## src/rtl/cpu_ir_pkg.sv

```systemverilog
// Instruction-word field positions and widths shared by the IR decoder and the control unit.
package cpu_ir_pkg;

  localparam int unsigned INS_W = 32;

  localparam int unsigned OP_MSB    = 31;
  localparam int unsigned OP_LSB    = 26;
  localparam int unsigned RS_MSB    = 25;
  localparam int unsigned RS_LSB    = 21;
  localparam int unsigned RT_MSB    = 20;
  localparam int unsigned RT_LSB    = 16;
  localparam int unsigned RD_MSB    = 15;
  localparam int unsigned RD_LSB    = 11;
  localparam int unsigned SA_MSB    = 10;
  localparam int unsigned SA_LSB    = 6;
  localparam int unsigned FUNCT_MSB = 5;
  localparam int unsigned FUNCT_LSB = 0;
  localparam int unsigned IMM_MSB   = 15;
  localparam int unsigned IMM_LSB   = 0;
  localparam int unsigned JADDR_MSB = 25;
  localparam int unsigned JADDR_LSB = 0;

  localparam int unsigned OP_W    = OP_MSB - OP_LSB + 1;
  localparam int unsigned REG_W   = RS_MSB - RS_LSB + 1;
  localparam int unsigned SA_W    = SA_MSB - SA_LSB + 1;
  localparam int unsigned FUNCT_W = FUNCT_MSB - FUNCT_LSB + 1;
  localparam int unsigned IMM_W   = IMM_MSB - IMM_LSB + 1;
  localparam int unsigned JADDR_W = JADDR_MSB - JADDR_LSB + 1;

endpackage

```

## src/rtl/ir_prefetch_queue_if.sv

```systemverilog
// Fetch-side valid/ready handshake between instruction memory and the prefetch queue.
interface ir_prefetch_queue_if;
  import cpu_ir_pkg::*;

  logic [INS_W-1:0] Ins_Data;
  logic             Ins_Valid;
  logic             Ins_Ready;

  modport master (output Ins_Data, output Ins_Valid, input Ins_Ready);
  modport slave  (input Ins_Data, input Ins_Valid, output Ins_Ready);

endinterface

```

## src/rtl/ir_queue_fifo.sv

```systemverilog
// Circular instruction buffer: storage, read/write pointers and occupancy count.
module ir_queue_fifo
  import cpu_ir_pkg::*;
#(
  parameter int unsigned DEPTH = 4
) (
  input  logic                   CLK,
  input  logic                   Reset_n,
  input  logic                   push,
  input  logic                   pop,
  input  logic                   clear,
  input  logic [INS_W-1:0]       wdata,
  output logic [INS_W-1:0]       rdata_c,
  output logic [$clog2(DEPTH):0] count,
  output logic                   full_c,
  output logic                   empty_c
);

  localparam int unsigned PTR_W = $clog2(DEPTH);
  localparam int unsigned CNT_W = PTR_W + 1;

  logic [INS_W-1:0] mem [DEPTH];
  logic [PTR_W-1:0] wptr;
  logic [PTR_W-1:0] rptr;
  logic             do_push;
  logic             do_pop;

  assign full_c  = (count == CNT_W'(DEPTH));
  assign empty_c = (count == '0);
  assign do_push = push && !full_c && !clear;
  assign do_pop  = pop && !empty_c && !clear;
  assign rdata_c = mem[rptr];

  // Storage carries no reset; only words below count are ever observed.
  always_ff @(posedge CLK) begin
    if (do_push) mem[wptr] <= wdata;
  end

  always_ff @(posedge CLK or negedge Reset_n) begin
    if (!Reset_n) begin
      wptr  <= '0;
      rptr  <= '0;
      count <= '0;
    end else if (clear) begin
      wptr  <= '0;
      rptr  <= '0;
      count <= '0;
    end else begin
      if (do_push) wptr <= wptr + PTR_W'(1);
      if (do_pop)  rptr <= rptr + PTR_W'(1);
      if (do_push && !do_pop)      count <= count + CNT_W'(1);
      else if (do_pop && !do_push) count <= count - CNT_W'(1);
    end
  end

endmodule

```

## src/rtl/ir_prefetch_queue.sv

```systemverilog
// Prefetch queue in front of the instruction register, with empty-queue bypass,
// redirect flush and MIPS field decode of the IR.
module ir_prefetch_queue
  import cpu_ir_pkg::*;
#(
  parameter int unsigned DEPTH = 4
) (
  input  logic                   CLK,
  input  logic                   Reset_n,
  ir_prefetch_queue_if.slave     fetch,
  input  logic                   IRWre,
  input  logic                   Flush,
  output logic                   IR_Valid,
  output logic [OP_W-1:0]        Op_code,
  output logic [REG_W-1:0]       Rs_reg,
  output logic [REG_W-1:0]       Rt_reg,
  output logic [REG_W-1:0]       Rd_reg,
  output logic [SA_W-1:0]        Sa_number,
  output logic [FUNCT_W-1:0]     Funct,
  output logic [IMM_W-1:0]       Imm_number,
  output logic [JADDR_W-1:0]     Jump_addr,
  output logic [$clog2(DEPTH):0] Count,
  output logic                   Full,
  output logic                   Empty
);

  logic [INS_W-1:0] ir;
  logic [INS_W-1:0] head_c;
  logic             fire_c;
  logic             bypass_c;
  logic             push_c;
  logic             pop_c;

  // Ready depends only on registered occupancy and Flush, never on IRWre.
  assign fetch.Ins_Ready = !Full && !Flush;
  assign fire_c          = fetch.Ins_Valid && fetch.Ins_Ready;
  assign bypass_c        = Empty && IRWre && fire_c;
  assign push_c          = fire_c && !bypass_c;
  assign pop_c           = IRWre && !Empty;

  ir_queue_fifo #(
    .DEPTH (DEPTH)
  ) u_fifo (
    .CLK     (CLK),
    .Reset_n (Reset_n),
    .push    (push_c),
    .pop     (pop_c),
    .clear   (Flush),
    .wdata   (fetch.Ins_Data),
    .rdata_c (head_c),
    .count   (Count),
    .full_c  (Full),
    .empty_c (Empty)
  );

  // Flush only invalidates; the fields keep the last word for debug visibility.
  always_ff @(posedge CLK or negedge Reset_n) begin
    if (!Reset_n) begin
      ir       <= '0;
      IR_Valid <= 1'b0;
    end else if (Flush) begin
      IR_Valid <= 1'b0;
    end else if (IRWre) begin
      if (!Empty) begin
        ir       <= head_c;
        IR_Valid <= 1'b1;
      end else if (bypass_c) begin
        ir       <= fetch.Ins_Data;
        IR_Valid <= 1'b1;
      end else begin
        IR_Valid <= 1'b0;
      end
    end
  end

  assign Op_code    = ir[OP_MSB:OP_LSB];
  assign Rs_reg     = ir[RS_MSB:RS_LSB];
  assign Rt_reg     = ir[RT_MSB:RT_LSB];
  assign Rd_reg     = ir[RD_MSB:RD_LSB];
  assign Sa_number  = ir[SA_MSB:SA_LSB];
  assign Funct      = ir[FUNCT_MSB:FUNCT_LSB];
  assign Imm_number = ir[IMM_MSB:IMM_LSB];
  assign Jump_addr  = ir[JADDR_MSB:JADDR_LSB];

endmodule

```

## src/flat_wrapper.sv

```systemverilog
// flat-port wrapper written by rule: the top's interface ports become plain ports
module ir_prefetch_queue_flat import cpu_ir_pkg::*;
#(
  parameter int unsigned DEPTH = 4
)
  (CLK, Reset_n, IRWre, Flush, IR_Valid, Op_code, Rs_reg, Rt_reg, Rd_reg, Sa_number, Funct, Imm_number, Jump_addr, Count, Full, Empty, fetch_Ins_Data, fetch_Ins_Valid, fetch_Ins_Ready);
  ir_prefetch_queue_if fetch_i ();
  input  logic CLK;
  input  logic Reset_n;
  input  logic IRWre;
  input  logic Flush;
  output logic IR_Valid;
  output logic [OP_W-1:0] Op_code;
  output logic [REG_W-1:0] Rs_reg;
  output logic [REG_W-1:0] Rt_reg;
  output logic [REG_W-1:0] Rd_reg;
  output logic [SA_W-1:0] Sa_number;
  output logic [FUNCT_W-1:0] Funct;
  output logic [IMM_W-1:0] Imm_number;
  output logic [JADDR_W-1:0] Jump_addr;
  output logic [$clog2(DEPTH):0] Count;
  output logic Full;
  output logic Empty;
  input wire logic [$bits(fetch_i.Ins_Data)-1:0] fetch_Ins_Data;
  input wire logic [$bits(fetch_i.Ins_Valid)-1:0] fetch_Ins_Valid;
  output wire logic [$bits(fetch_i.Ins_Ready)-1:0] fetch_Ins_Ready;
  assign fetch_i.Ins_Data = fetch_Ins_Data;
  assign fetch_i.Ins_Valid = fetch_Ins_Valid;
  assign fetch_Ins_Ready = fetch_i.Ins_Ready;
  ir_prefetch_queue #(.DEPTH(DEPTH)) u_core (.CLK(CLK), .Reset_n(Reset_n), .fetch(fetch_i), .IRWre(IRWre), .Flush(Flush), .IR_Valid(IR_Valid), .Op_code(Op_code), .Rs_reg(Rs_reg), .Rt_reg(Rt_reg), .Rd_reg(Rd_reg), .Sa_number(Sa_number), .Funct(Funct), .Imm_number(Imm_number), .Jump_addr(Jump_addr), .Count(Count), .Full(Full), .Empty(Empty));
endmodule
```

## config.mk

```make
export PLATFORM = sky130hd
export DESIGN_NAME = ir_prefetch_queue_flat
export DESIGN_NICKNAME = d
export VERILOG_FILES = /design/src/rtl/cpu_ir_pkg.sv /design/src/rtl/ir_prefetch_queue_if.sv /design/src/rtl/ir_queue_fifo.sv /design/src/rtl/ir_prefetch_queue.sv /design/src/flat_wrapper.sv
export SDC_FILE = /design/constraint.sdc
export NUM_CORES = 1
export LEC_CHECK = 0
export BUFFER_PORTS_ARGS = -buffer_cell sky130_fd_sc_hd__buf_2
export CORE_UTILIZATION = 50
export CTS_CLUSTER_DIAMETER = 80
export DETAILED_ROUTE_END_ITERATION = 10
export GPL_ROUTABILITY_DRIVEN = 0
export PLACE_DENSITY = 0.85
export SLEW_MARGIN = 20
export SYNTH_ARGS = -nofsm -noshare
export SYNTH_HDL_FRONTEND = slang
export SYNTH_SLANG_ARGS = --single-unit
```

## constraint.sdc

```tcl
create_clock -name CLK -period 2.1 [get_ports CLK]
set_input_delay 0.315 -clock CLK [delete_from_list [all_inputs] [get_ports CLK]]
set_output_delay 0.315 -clock CLK [all_outputs]
set_load 0.005 [all_outputs]
```

# ---- After elaboration in Yosys (flattened, before gate mapping)
# Memory sizes are Yosys's and may differ from the RTL's.
# Cells that the tools add are included.
dict set report totals {
  register_bits 40
  elab_cells 52
  mem_bits_rw 128
  memories 1
}
dict set report op_classes {
  n_reduce_logical 24
  add_sub_neg 4
  bitwise 1
  eq_ne 2
  mux 15
}
# name words width rd rd_ports_with_merged_regs wr line_no
set memory_table {}
lappend memory_table {u_core.u_fifo.mem 4 32 1 0 1 ir_queue_fifo.sv:22} ;# logic [INS_W-1:0] mem [DEPTH];
# cell n
set op_table {}
lappend op_table {{$mux W32} 2}
lappend op_table {{$logic_and A1 B1 Y1} 12}
lappend op_table {{$mux W3} 3}
lappend op_table {{$mux W2} 4}
lappend op_table {{$logic_not A1 Y1} 6}
lappend op_table {{$mux W1} 6}
lappend op_table {{$reduce_bool A2 Y1} 3}
lappend op_table {{$add A2 B1 Y2 const B} 2}
lappend op_table {{$add A3 B1 Y3 const B} 1}
lappend op_table {{$eq A3 B3 Y1 const B} 1}
lappend op_table {{$logic_not A3 Y1} 1}
lappend op_table {{$reduce_and A3 Y1} 1}
lappend op_table {{$reduce_bool A3 Y1} 1}
lappend op_table {{$sub A3 B1 Y3 const B} 1}
lappend op_table {{$ne A2 B2 Y1 const B} 1}
lappend op_table {{$not A1 Y1} 1}

# ---- Depth between registers and ports, before layout
# Gate-level depths: netlist (run 1).
dict set report depth {
  word_depth 14
  mapped_depth 9
  ltp_nobuf 8
}

# ---- By module
# A second synthesis (run 1) with hierarchy kept.
dict set report hier_totals {
  hier_cells 385
  hier_area_um2 7397.1
}
# module n_inst cells_per_inst area_each_um2
set by_module_without_submodules {}
lappend by_module_without_submodules {ir_queue_fifo 1 230 5162.5}
lappend by_module_without_submodules {ir_prefetch_queue 1 155 2234.6}

# ---- Worst setup path before layout (run 1)
# OpenSTA, ideal clock, no wires.
dict set report synth_path {
  path_kind {register to register}
  from {register u_core.u_fifo.count[0]}
  to {register u_core.u_fifo.count[2]}
  path_buffers 2
  arrival_ns 1.893
  path_stages_with_launch 10
  path_slack_ns 0.077
  path_cell_list {dfrtp_1 > or3_1 > buf_2 > buf_1 > a21oi_1 > fa_1 > nand2_1 > nor2_1 > a211oi_1 > a211oi_1}
}
dict set report synth_via {
  elab_chain_len 12
  word_cells_on_any_way 25
  cone_classes {add/sub: 2; eq/ne: 1; mux: 3; reduce/logical: 19}
}
# item line_no
set synth_lines {}
lappend synth_lines {{start, declared} ir_queue_fifo.sv:14} ;# output logic [$clog2(DEPTH):0] count,
lappend synth_lines {{start signal, assigned} ir_queue_fifo.sv:51} ;# if (do_push && !do_pop) count <= count + CNT_W'(1);
lappend synth_lines {{start signal, assigned} ir_queue_fifo.sv:52} ;# else if (do_pop && !do_push) count <= count - CNT_W'(1);
lappend synth_lines {{$eq A3 B3 Y1} ir_queue_fifo.sv:28} ;# assign full_c = (count == CNT_W'(DEPTH));
lappend synth_lines {{$logic_not A1 Y1} {ir_queue_fifo.sv:30, ir_prefetch_queue.sv:35}}
lappend synth_lines {{$logic_and A1 B1 Y1} ir_prefetch_queue.sv:35} ;# assign fetch.Ins_Ready = !Full && !Flush;
lappend synth_lines {{$logic_and A1 B1 Y1} ir_prefetch_queue.sv:36} ;# assign fire_c = fetch.Ins_Valid && fetch.Ins_Ready;
lappend synth_lines {{$logic_and A1 B1 Y1} ir_prefetch_queue.sv:37} ;# assign bypass_c = Empty && IRWre && fire_c;
lappend synth_lines {{$logic_not A1 Y1} ir_prefetch_queue.sv:38} ;# assign push_c = fire_c && !bypass_c;
lappend synth_lines {{$logic_and A1 B1 Y1} ir_prefetch_queue.sv:38}
lappend synth_lines {{$logic_and A1 B1 Y1 (2 in a row)} ir_queue_fifo.sv:30} ;# assign do_push = push && !full_c && !clear;
lappend synth_lines {{$logic_and A1 B1 Y1 or $logic_not A1 Y1 (tied branches)} {ir_queue_fifo.sv:51, ir_queue_fifo.sv:52}}
lappend synth_lines {{$mux W3 or $logic_and A1 B1 Y1 (tied branches)} {ir_queue_fifo.sv:51, ir_queue_fifo.sv:52}}
lappend synth_lines {{$mux W3 or $reduce_bool A3 Y1 (tied branches)} --}
# Parallel ways exist; a longest one is shown, timed or not. The select of a mux whose other input is x is not followed.
# A chain may end at the register's enable or synchronous reset.

# ---- Worst setup path in the final report (run 1)
dict set report layout_path {
  from {register u_core.u_fifo.count[2]}
  to {register u_core.u_fifo.count[2]}
}
# Same word-level chain as after synthesis.

==> flow_metrics.py, run 1 <==
metrics = {
    "hold_path": {
        "hold_class": "input port to register",
        "worstHoldStart": "fetch_Ins_Data[23]",
        "hold_path_depth": 1,
        "worst_hold_path.endpoint": "u_core.u_fifo.mem[2][23]",
    },
    "floorplanning": {
        "start_util_pct": 51.70,
        "die_w_um": 119.7,
        "core_sq_um": 13400,
        "boundaryPins": 118,
        "die_area_sq_um": 14330,
        "num_rows": 42,
        "die_h_um": 119.7,
    },
    "synth": {
        "yosys.area_share.simple_pct": 6.791,
        "synthTopCellsByArea": "edfxtp_1 55%, dfrtp_1 14%, mux4_2 10%",
        "syn_inst": 446,
        "synth.distinct_cells": 28,
        "yosys_most_used_dff": "edfxtp_1",
        "syn_avg_cell_area_sq_um": 15.53,
        "ys_async_sr_fraction_pct": 23.81,
        "ys_seq_elements": 168,
        "yosysWarningCount": 0,
        "synth.most_common_cell": "edfxtp_1",
        "synthMuxAreaShare_pct": 10.73,
        "synth_compound_area_share_pct": 3.973,
        "yosysTopAreaCell": "edfxtp_1",
        "synth_top_area_share_pct": 55.48,
        "yosys-top-cells-count": "128 x edfxtp_1, 69 x nand2_1, 45 x nor2_1",
        "synth_fa_ha_area_share_pct": 1.011,
        "synth-edff-count": 128,
        "synth_top_family_by_area": "multiplexers",
        "syn-cell-area_sq_um": 6928,
        "synth_xor_area_share_pct": 0.5057,
        "synthesis.nets": 488,
        "ys_seq_area_share_pct": 69.93,
    },
    "power": {
        "internal_power_mw": 7.111,
        "combinationalPowerShare_pct": 29.0,
        "cellPowerDensity_nw_per_um2": 1264,
        "seq_power_share_pct": 43.2,
        "p_leak_nw": 2.973,
        "finalPower_mw": 10.14,
        "switching_power_mw": 3.030,
        "peakVddDrop_mv": 0.8157,
        "p_sw_share_pct": 29.88,
        "p_clk_share_pct": 27.8,
    },
    "drt": {
        "met2_length_um": 6946,
        "viasPerCell": 5.533,
        "ant_nets": 0,
        "drtIter0Drc": 286,
        "routed.top_layer": "met5",
        "wl_per_cell_um": 18.79,
        "dr.pass1.iters": 4,
        "wl_met3_um": 854,
        "vias": 3978,
        "route.detailed.drc": 0,
        "routed_wl_um": 13510,
        "drt-met1-wl_um": 5405,
    },
    "global_route": {
        "grt_start_max_net_pins": 66,
        "grtUsageTotal_pct": 20.10,
        "grt_pass1_wl_um": 21020,
        "antenna_found_initial": 1,
        "overflow": 0,
        "grt_pass1_vias": 3984,
    },
    "timing": {
        "setup_viol": 0,
        "finalHoldViolations": 0,
        "tightestPinTransition_ns": 0.4479,
        "report.final.slew_viol_count": 0,
        "max_slew_margin_pct": 70.14,
        "setup_ws_ns": 0.1172,
        "fin_crit_sh_pct": 94.42,
        "fin_tns_setup_ns": 0,
        "max_freq_mhz": 504.3,
        "rsz0062_at_grt": "no",
        "timing.hold.ws_ns": 0.1187,
        "period_needed_ns": 1.983,
        "fin_skew_ns": 0.008402,
    },
    "cts": {
        "insertion_delay_ns": 0.43,
        "cts_buffer_depth": 2,
        "cts_sinks": 168,
        "cts-htree-levels": 4,
        "cts_tree": "yes",
        "cts_buffers": 17,
        "cts-root-buf": "clkbuf_16",
        "cts_setup_buffers": 0,
        "clk_pin_slew_worst_paths_ns": 0.06,
    },
    "finish": {
        "ff_latch_area_sq_um": 4847,
        "final_util_pct": 59.86,
        "fin_cells": 719,
        "diodes": 0,
        "multi_input_area_sq_um": 1615,
        "finalNetCount": 572,
        "areaGrowthSynthToFinish_pct": 15.78,
        "drive_above_1_share_pct": 37.02,
        "postLayoutCellArea_sq_um": 8021,
        "nFillCells": 1005,
    },
    "critical_path": {
        "endpoint_kind": "register",
        "crit-reg2reg-launch": "u_core.u_fifo.count[2]",
        "cp_max_fo": 6,
        "rr_worst_depth": 8,
        "path_cells": "nor2_1 -> o311ai_2 -> a21oi_2 -> fa_1 -> nand2_1 -> nor2_1 -> a211oi_1 -> a211oi_1",
        "r2r-end": "u_core.u_fifo.count[2]",
        "criticalPathCategory": "register to register",
        "slowest_stage": "dfrtp_1",
        "max_stage_delay_ns": 0.43,
        "worst-r2r-setup-slack_ns": 0.12,
        "crit_buf_inv": 0,
        "setup.worst_path.start_class": "register",
        "cp_data_arrival_time_ns": 2.28,
        "cp.required_ns": 2.40,
        "cpLargestDelayFamily": "compound AO/OA/AOI/OAI gates",
    },
    "place": {
        "dp_slack_ns": 0.02815,
        "io_buffer_count": 117,
        "dpl.hpwl_um": 8221,
        "placed_cells": 686,
        "placed_area_sq_um": 7461,
    },
    "outcome": {
        "outcome": "completed",
    },
    "flow_run": {
        "maxCapViolations": 0,
    },
}
cell type report:
type                       instances  area share [%]
sequential                       168           60.43
clock buffer                      23           5.709
clock inverter                     9          0.9671
multi-input combinational        206           20.14
tap                              176           2.745
inverter                           6          0.2808
timing repair buffer             131           9.733
state kept, by name, summed over array words and instances (netlist names):
signal,flops
u_core.u_fifo.count,3
u_core.ir,32
u_core.u_fifo.rptr,2
u_core.IR_Valid,1
u_core.u_fifo.mem,128
u_core.u_fifo.wptr,2
cell families (layout without fill, tap and decap cells):
family,after synthesis,after routing
adder cells (fa/ha/maj),5,5
XOR/XNOR,4,4
flip-flops,168,168
AND/OR/NAND/NOR,121,121
AO/OA/AOI/OAI,42,42
buffers and inverters,72,169
multiplexers,34,34
layer usage:
metal  vias up  track usage [%]
li1       1774                -
met1      2023            24.13
met2       151            33.56
met3        28            5.989
met4         2            9.063
met5         -                0
how the worst max path moves through the flow:
stage               cells past startpoint  slack, ns                    from                     end
detailed placement                      9       0.03                   IRWre  u_core.u_fifo.count[2]
global placement                        5       0.26  u_core.u_fifo.count[1]  u_core.u_fifo.count[1]
finish                                  8       0.12  u_core.u_fifo.count[2]  u_core.u_fifo.count[2]
floorplan                               9       0.08  u_core.u_fifo.count[0]  u_core.u_fifo.count[2]
CTS                                     7       0.05  u_core.u_fifo.count[0]  u_core.u_fifo.count[2]
global route                            8       0.05  u_core.u_fifo.count[2]  u_core.u_fifo.count[2]
power by group through the flow:
| stage | clock network [mW] | registers, mW | logic, mW |
|---|---|---|---|
| global placement | 0 | 4.40 | 2.89 |
| detailed placement | 0 | 4.45 | 2.96 |
| floorplan | 0 | 4.41 | 2.22 |
| CTS | 2.86 | 4.39 | 2.97 |
| global route | 2.98 | 4.45 | 3.25 |
| finish | 2.82 | 4.38 | 2.94 |
placed cells by master (no fill, tap or decap), types with 2 or more instances in the layout:
cell type and n:
nor2_1 45, mux2_2 2, a31oi_1 32, clkinvlp_4 2, a211oi_1 2, edfxtp_1 128
xor2_1 2, clkbuf_1 5, xnor2_1 2, buf_2 117, ha_1 4, inv_1 5
nand2_1 69, buf_12 7, mux4_2 32, and2_2 4, buf_4 6, clkbuf_16 17
dfrtp_2 2, dfrtp_1 38, clkinv_2 4
what timing repair did:
action / in CTS / in global routing
resized for setup: 1 / 3
hold endpoints to repair: 17 / 0
setup endpoints to repair: 1 / 1
hold buffers: 1 / 0
(Power assumes the default switching activity.)
==> run 2: changes to the inputs <==
- BUFFER_PORTS_ARGS: -buffer_cell sky130_fd_sc_hd__buf_2 -> -buffer_cell sky130_fd_sc_hd__buf_4
==> run 2 against run 1 <==
- die area stayed put
- setup slack worse by 0.095 ns
- wire length increased by 0.65%
- largest power group unchanged
- total power is 11% higher
- critical endpoint unchanged
- sequential share of layout area fell by 2.5 points
- sequential power is essentially flat
- combinational power up 20%
- cell count down 0.28%
- largest cell class unchanged
- worst hold slack lost 0.028 ns
==> flow_metrics.py, run 2 (synthesis gave the netlist of run 1 again) <==
metrics = {
    "cts": {
        "cts_sinks": 168,
        "cts_tree": "yes",
        "clk_pin_slew_worst_paths_ns": 0.07,
        "cts_buffers": 17,
        "cts-root-buf": "clkbuf_16",
        "insertion_delay_ns": 0.43,
        "cts-htree-levels": 4,
        "cts_buffer_depth": 2,
    },
    "power": {
        "internal_power_mw": 7.910,
        "combinationalPowerShare_pct": 31.4,
        "p_leak_nw": 3.122,
        "cellPowerDensity_nw_per_um2": 1340,
        "finalPower_mw": 11.21,
        "peakVddDrop_mv": 0.5565,
        "switching_power_mw": 3.300,
        "seq_power_share_pct": 39.3,
        "p_sw_share_pct": 29.44,
        "p_clk_share_pct": 29.3,
    },
    "hold_path": {
        "hold_path_depth": 1,
        "hold_class": "input port to register",
        "worstHoldStart": "fetch_Ins_Data[30]",
        "worst_hold_path.endpoint": "u_core.u_fifo.mem[3][30]",
    },
    "critical_path": {
        "r2r-end": "u_core.u_fifo.count[2]",
        "slowest_stage": "o311ai_1",
        "crit_path_start": "u_core.u_fifo.count[1]",
        "crit-reg2reg-launch": "u_core.u_fifo.count[1]",
        "setup.worst_path.start_class": "register",
        "rr_worst_depth": 6,
        "cp.required_ns": 2.41,
        "max_stage_delay_ns": 0.46,
        "cp_data_arrival_time_ns": 2.39,
        "worst-r2r-setup-slack_ns": 0.02,
        "cp_max_fo": 7,
        "criticalPathCategory": "register to register",
        "path_cells": "o311ai_1 -> a21oi_1 -> fa_1 -> nand2_1 -> o22ai_1 -> a211oi_1",
        "endpoint_kind": "register",
    },
    "finish": {
        "drive_above_1_share_pct": 37.89,
        "finalNetCount": 570,
        "reg_top3": "u_core.u_fifo.mem (128), u_core.ir (32), u_core.u_fifo.count (3)",
        "layout_common_cells": "128 x edfxtp_1, 123 x buf_4, 69 x nand2_1, 45 x nor2_1, 36 x dfrtp_1",
        "largest_register_ffs": 128,
        "areaGrowthSynthToFinish_pct": 20.79,
        "diodes": 0,
        "layout_commonest_cell": "edfxtp_1",
        "largest-register": "u_core.u_fifo.mem",
    },
    "flow_run": {
        "maxCapViolations": 0,
    },
    "place": {
        "dp_slack_ns": 0.02132,
        "io_buffer_count": 117,
        "dpl.hpwl_um": 7825,
    },
    "timing": {
        "max_freq_mhz": 481.4,
        "fin_crit_sh_pct": 98.92,
        "tightestPinTransition_ns": 0.8915,
        "max_slew_margin_pct": 40.57,
        "fin_skew_ns": 0.01179,
        "setup_ws_ns": 0.02271,
        "report.final.slew_viol_count": 0,
        "setup_viol": 0,
        "period_needed_ns": 2.077,
        "finalHoldViolations": 0,
    },
    "drt": {
        "ant_nets": 0,
        "dr.pass1.iters": 5,
        "wl_per_cell_um": 18.97,
        "route.detailed.drc": 0,
        "drtIter0Drc": 251,
        "vias": 3929,
        "routed_wl_um": 13600,
        "viasPerCell": 5.480,
    },
    "floorplanning": {
        "start_util_pct": 51.70,
        "die_h_um": 119.7,
        "die_w_um": 119.7,
        "boundaryPins": 118,
        "die_area_sq_um": 14330,
        "core_sq_um": 13400,
        "num_rows": 42,
    },
    "global_route": {
        "grt_start_max_net_pins": 66,
        "overflow": 0,
        "grtUsageTotal_pct": 20.05,
        "grt_pass1_vias": 3908,
        "grt_pass1_wl_um": 20950,
        "antenna_found_initial": 0,
    },
    "outcome": {
        "outcome": "completed",
    },
}
[run 2: changes by cell type in the layout (fill, tap and decap cells not counted), sizes merged]
cell    delta
bufinv     +2
buf        -3
clkbuf     -6
clkinv     -6
inv       +10
bufbuf     +1
[run 2: layout make-up]
type	instances	area, sq um
clock buffers	17	425.4
clock inverters	15	200.2
fillers	964	5032
inverters	6	22.52
multi-input cells	206	1604
flip-flops and latches	168	4850
well taps	176	220.2
repair buffers	129	1046
[run 2: worst max-delay path, delay by kind of cell (launching register included)]
kind / cells / cell delay [ns]
AO/OA/AOI/OAI: 4 / 0.98
flip-flops: 1 / 0.45
adder cells (fa/ha/maj): 1 / 0.40
AND/OR/NAND/NOR: 1 / 0.13
[run 2: stage by stage]
stage	area (sq um)	hold WS [ns]	setup TNS, ns	std cells	utilization [%]
detailed placement	7686	0.3465	0	682	57.36
finish	8368	0.09050	0	717	62.45
CTS	8358	0.08551	0	716	62.37
global route	8368	0.07902	-0.0001179	717	62.45
global placement	7686	0.3476	0	682	57.36
floorplan	6928	0.01941	0	446	-
[run 2: power by group through the flow]
stage                     Clock (mW)  Sequential (mW)  Combinational, mW
after global placement             0             4.43               3.32
after detailed placement           0             4.47               3.38
after floorplan                    0             4.41               2.22
after CTS                       3.31             4.41               3.56
final                           3.28             4.40               3.52
after global routing            3.46             4.47               3.85
[run 2: timing repair]
action / CTS / global route
hold endpoints to repair: 40 / 0
gates resized for setup: 2 / 2
endpoints found under the setup margin: 1 / 1
gates cloned: 1 / 0
setup buffers: 0 / 1
hold buffers: 1 / 0
[run 2: how the worst max path moves through the flow]
stage | depth (start not counted) | slack [ns] | end
4_1_cts | 4 | 0.01 | Empty
5_1_grt | 6 | -0.0001 | u_core.u_fifo.count[2]
3_3_place_gp | 4 | 0.12 | u_core.u_fifo.mem[1][1]
6_report | 6 | 0.02 | u_core.u_fifo.count[2]
3_5_place_dp | 4 | 0.02 | u_core.u_fifo.mem[0][1]
2_1_floorplan | 9 | 0.08 | u_core.u_fifo.count[2]
[run 2: metal layers]
metal	GRT usage, %	share of wire [%]	up-vias
li1	-	-	1766
met1	25.90	41	1969
met2	32.62	50	172
met3	5.133	6.7	22
met4	7.969	1.8	0
met5	0	0	-
